[config.mk]
export PLATFORM = sky130hd
export DESIGN_NAME = hyper_skid_reg
export DESIGN_NICKNAME = d
export VERILOG_FILES = /design/src/rtl/hyper_pkg.sv /design/src/rtl/hyper_skid_reg.sv
export SDC_FILE = /design/constraint.sdc
export NUM_CORES = 1
export LEC_CHECK = 0
export CORE_AREA = 2 2 39 41
export DETAILED_ROUTE_END_ITERATION = 6
export DIE_AREA = 0 0 41 43
export PLACE_DENSITY = 0.42
export SKIP_CTS_REPAIR_TIMING = 1
export SLEW_MARGIN = 20
export SYNTH_ARGS = -nofsm -noshare
export SYNTH_HDL_FRONTEND = slang
export SYNTH_SLANG_ARGS = --single-unit
[constraint.sdc]
create_clock -name i_clk -period 2.5 [get_ports i_clk]
set_clock_uncertainty 0.1 [all_clocks]
set_input_delay 0.25 -clock i_clk [delete_from_list [all_inputs] [get_ports i_clk]]
set_output_delay 0.25 -clock i_clk [all_outputs]
set_load 0.005 [all_outputs]
[src/rtl/hyper_pkg.sv]
// Shared types for the hyper skid register: buffer state encoding and the
// per-state handshake levels that the top module registers onto its ports.
// No logic of its own; imported by hyper_skid_reg.
package hyper_pkg;

    // Occupancy of the 2-entry buffer (output register + skid register).
    typedef enum logic [1:0] {
        EMPTY = 2'd0,
        BUSY  = 2'd1,
        FULL  = 2'd2
    } skid_state_t;

    // Downstream valid level that belongs to a given state.
    function automatic logic skid_vld(input skid_state_t st);
        return (st != EMPTY);
    endfunction

    // Upstream ready level that belongs to a given state.
    function automatic logic skid_rdy(input skid_state_t st);
        return (st != FULL);
    endfunction

endpackage

[src/rtl/hyper_skid_reg.sv]
// Fully registered 2-entry skid buffer; optional protocol checker under HYPER_SKID_REG_CHECK_EN.
// Latency: 1 cycle from upstream acceptance to o_data when the output register is free.
// Backpressure: o_ready is a flop that drops only when both entries are occupied.
module hyper_skid_reg
    import hyper_pkg::*;
#(
    parameter int DATA_WIDTH = 1
) (
    input  logic                  i_clk,
    input  logic                  i_rst_n,
    input  logic [DATA_WIDTH-1:0] i_data,
    input  logic                  i_valid,
    output logic                  o_ready,
    output logic [DATA_WIDTH-1:0] o_data,
    output logic                  o_valid,
    input  logic                  i_ready
`ifdef HYPER_SKID_REG_CHECK_EN
    ,
    output logic                  o_err
`endif
);

    skid_state_t           state_q;
    skid_state_t           state_nxt;
    logic                  vld_q;
    logic                  rdy_q;
    logic [DATA_WIDTH-1:0] out_dat_q;
    logic [DATA_WIDTH-1:0] skid_dat_q;

    logic                  up_xfer;
    logic                  dn_xfer;
    logic                  load_out;
    logic                  load_skid;
    logic                  out_from_skid;

    // Handshakes use only the registered ready/valid, so no input reaches an output.
    assign up_xfer = i_valid & rdy_q;
    assign dn_xfer = vld_q & i_ready;

    // Next-state and payload-load decisions for the buffer.
    always_comb begin
        state_nxt     = state_q;
        load_out      = 1'b0;
        load_skid     = 1'b0;
        out_from_skid = 1'b0;
        case (state_q)
            EMPTY: begin
                if (up_xfer) begin
                    load_out  = 1'b1;
                    state_nxt = BUSY;
                end
            end
            BUSY: begin
                case ({up_xfer, dn_xfer})
                    2'b10: begin
                        // Output register still owed downstream: park the new word.
                        load_skid = 1'b1;
                        state_nxt = FULL;
                    end
                    2'b01: begin
                        state_nxt = EMPTY;
                    end
                    2'b11: begin
                        // Pass-through: new word replaces the one just consumed.
                        load_out = 1'b1;
                    end
                    default: begin
                        state_nxt = BUSY;
                    end
                endcase
            end
            FULL: begin
                // rdy_q is low here, so upstream cannot transfer; only drain.
                if (dn_xfer) begin
                    load_out      = 1'b1;
                    out_from_skid = 1'b1;
                    state_nxt     = BUSY;
                end
            end
            default: begin
                state_nxt = EMPTY;
            end
        endcase
    end

    // State and handshake flops; ready/valid are precomputed from next state.
    always_ff @(posedge i_clk or negedge i_rst_n) begin
        if (!i_rst_n) begin
            state_q <= EMPTY;
            vld_q   <= 1'b0;
            rdy_q   <= 1'b1;
        end else begin
            state_q <= state_nxt;
            vld_q   <= skid_vld(state_nxt);
            rdy_q   <= skid_rdy(state_nxt);
        end
    end

    // Payload registers carry no reset so they stay free to retime.
    always_ff @(posedge i_clk) begin
        if (load_out) begin
            out_dat_q <= out_from_skid ? skid_dat_q : i_data;
        end
        if (load_skid) begin
            skid_dat_q <= i_data;
        end
    end

    assign o_data  = out_dat_q;
    assign o_valid = vld_q;
    assign o_ready = rdy_q;

`ifdef HYPER_SKID_REG_CHECK_EN
    logic                  stall_q;
    logic [DATA_WIDTH-1:0] stall_dat_q;
    logic                  err_q;

    // Sticky flag: a stalled offer must be held with the same payload next cycle.
    always_ff @(posedge i_clk or negedge i_rst_n) begin
        if (!i_rst_n) begin
            stall_q <= 1'b0;
            err_q   <= 1'b0;
        end else begin
            stall_q <= i_valid & ~rdy_q;
            if (stall_q && (!i_valid || (i_data != stall_dat_q))) begin
                err_q <= 1'b1;
            end
        end
    end

    // Snapshot of the offered payload, compared only when the offer stalled.
    always_ff @(posedge i_clk) begin
        stall_dat_q <= i_data;
    end

    assign o_err = err_q;
`endif

endmodule

==> metrics.yaml <==
synthesis:
  yosysTopAreaCell: "dfrtp_1"
  synth-edff-count: 2
  yosys_warnings: 0
  yosysSeqAreaShare_pct: 59.17
  synth.avg_cell_area_um2: 11.37
  netlist_top_cells_count: "6 x nand2_1, 3 x dfrtp_1, 3 x nand4b_1"
  yosys_most_used_dff: "dfrtp_1"
  synth_top_area_share_pct: 27.52
  async_flop_share_pct: 66.67
  synth_most_common_cell: "nand2_1"
  ys_seq_elements: 6
  synth_area_um2: 272.8
  syn_nets: 29
  yosys-top-cells-area: "dfrtp_1 28%, edfxtp_1 22%, dfstp_2 9.6%, nand4b_1 9.6%, nand2_1 8.3%"
  synth_cell_types: 14
  netlist_instances: 24
global_routing:
  grt_pass1_wl_um: 903
  antenna_found_initial: 0
  grt_max_degree: 9
  groute.usage.overall_pct: 9.183
  grt_pass1_vias: 200
  grt_overflow: 0
worst_setup_path:
  r2r-end: "o_data"
  cp_top_family: "flip-flops"
  worstSetupStartpoint: "o_ready"
  regToRegSetupSlack_ns: 1.05
  reg2reg_from: "o_ready"
  crit_fanout: 3
  worst_path_max_delay_cell: "dfstp_2"
  criticalPathCategory: "flip-flop to output pin"
  critPathMaxStageDelay_ns: 0.54
  r2r_cells: 3
  cp.arrival_ns: 1.28
  startpoint_type: "flip-flop"
  critPathRequiredTime_ns: 2.15
  worst-path-buf-inv: 1
  cp_cell_sequence: "clkdlybuf4s50_1"
  end_kind: "output pin"
cts:
  htree_levels: 1
  clkSinkCount: 6
  clock_path_buffers: 2
  cts_made_buffers: 3
  clk_pin_slew_ns: 0.05
  insertion_delay_ns: 0.25
  cts_root_buf: "clkbuf_4"
  cts_tree: "done"
flow_run:
  cap_violations: 0
drt:
  wl_um: 552
  drtIter0Drc: 8
  via_per_inst: 4.431
  vias: 226
  routedWlPerCell_um: 10.82
  drc: 0
  drt_first_pass_iters: 3
  postRouteAntennaNets: 0
sta:
  timing.hold.ws_ns: 0.1002
  fin_tns_setup_ns: 0
  max_freq_mhz: 614.7
  finalSetupViolCount: 0
  drv_slew: 0
  fin_crit_ns: 1.627
  rsz0062_at_grt: "false"
  hold_viol: 0
  relSlewSlack_pct: 86.12
  worstMarginPinSlew_ns: 0.2081
  post-route-period-util_pct: 65.08
floorplanning:
  die_h_um: 43
  dieArea_mm2: 0.001763
  chipWidth_um: 41
  rows: 14
  start_util_pct: 19.71
  core_mm2: 0.001384
  num_io_pins: 8
pwr:
  power.switching_w: 0.0001223
  switching_share_pct: 30.53
  clkPwrFrac_pct: 25.3
  p_leak_nw: 0.1556
  ir_worst_vdd_mv: 0.3171
  intPower_w: 0.0002784
  power_density_mw_per_mm2: 1030
  pwr-share-comb_pct: 30.8
  power_frac_seq_pct: 43.9
final_layout:
  diodes: 0
  finalNetCount: 41
  multiInputGateArea_um2: 111.4
  syn2layout_area_growth_pct: 42.66
  final_area_um2: 389.1
  stdcell_count: 51
  fillCellCount: 150
  utilization_pct: 28.12
  drive_above_1_share_pct: 14.29
  ff_latch_area_um2: 161.4
run_status:
  outcome: "finished, final reports clean"
worst_hold_path:
  hold_path.class: "input port to asynchronous set/reset pin"
place:
  dp_cells: 47
  gp_congestion: 0.7063
  portBuffers: 7
  dp_hpwl_um: 400.8
  placed_cell_area_um2: 362.8
==> layout make-up <==
type | count | area share [%]
Multi-Input combinational cell | 18 | 28.62
Sequential cell | 6 | 41.48
Tap cell | 16 | 5.145
Timing Repair Buffer | 7 | 18.01
Clock buffer | 4 | 6.752
==> placed cells by master, fill, tap and decap left out, drive strengths merged <==
cell | Yosys | routed
o31a | 1 | 1
o21ai | 1 | 1
clkdlybuf4s50 | 0 | 7
edfxtp | 2 | 2
nand4b | 3 | 3
a21boi | 1 | 1
mux2 | 1 | 1
and2 | 1 | 1
nand2 | 6 | 6
dfstp | 1 | 1
or3 | 1 | 1
nand2b | 1 | 1
nand3 | 1 | 1
nor3 | 1 | 1
dfrtp | 3 | 3
clkbuf | 0 | 4
==> through the flow <==
stage / setup slack, ns / total power [W]
floorplan: 1.100 / 0.0002388
global placement: 0.7852 / 0.0002986
detailed placement: 0.7711 / 0.0003032
CTS: 0.8662 / 0.0004067
global route: 0.8307 / 0.0004361
finish: 0.8731 / 0.0004007
==> power groups by stage <==
stage          registers, W   logic, W  clock network, W
6_report           0.000176   0.000123          0.000101
5_1_grt            0.000182   0.000138          0.000116
4_1_cts            0.000177   0.000125          0.000105
3_5_place_dp       0.000178   0.000125                 0
3_3_place_gp       0.000175   0.000123                 0
2_1_floorplan      0.000172  0.0000665                 0
==> worst reg2reg max path: cells and delay by family (launching register included) <==
kind	cells	cell delay, ns
DFF	1	0.54
and+or+nand+nor	3	0.54
==> how the worst max path moves through the flow <==
stage                          to  slack [ns]  depth (start not counted)
final                     o_ready        0.87                          1
after global routing      o_ready        0.83                          1
after CTS                 o_ready        0.87                          1
after detailed placement   o_data        0.77                          4
after global placement     o_data        0.79                          4
after floorplan            o_data        1.10                          3
==> per-layer routing <==
layer	part of all wire, %	global-route usage [%]	wire [µm]
met5	0	0	0
met4	3.4	10.00	19
met3	7.8	7.853	43
met2	42	9.688	232
met1	46	9.804	256
==> sequential cells by signal (all words and copies together) (netlist names) <==
name / cells
state_q: 2
o_data: 1
o_ready: 1
o_valid: 1
skid_dat_q: 1
==> kinds of logic after synthesis <==
group / synth area share (%)
simple gates: 28.44
flops: 59.18
compound gates: 8.256
mux: 4.128
No activity file was read; power rests on OpenSTA's default activity.
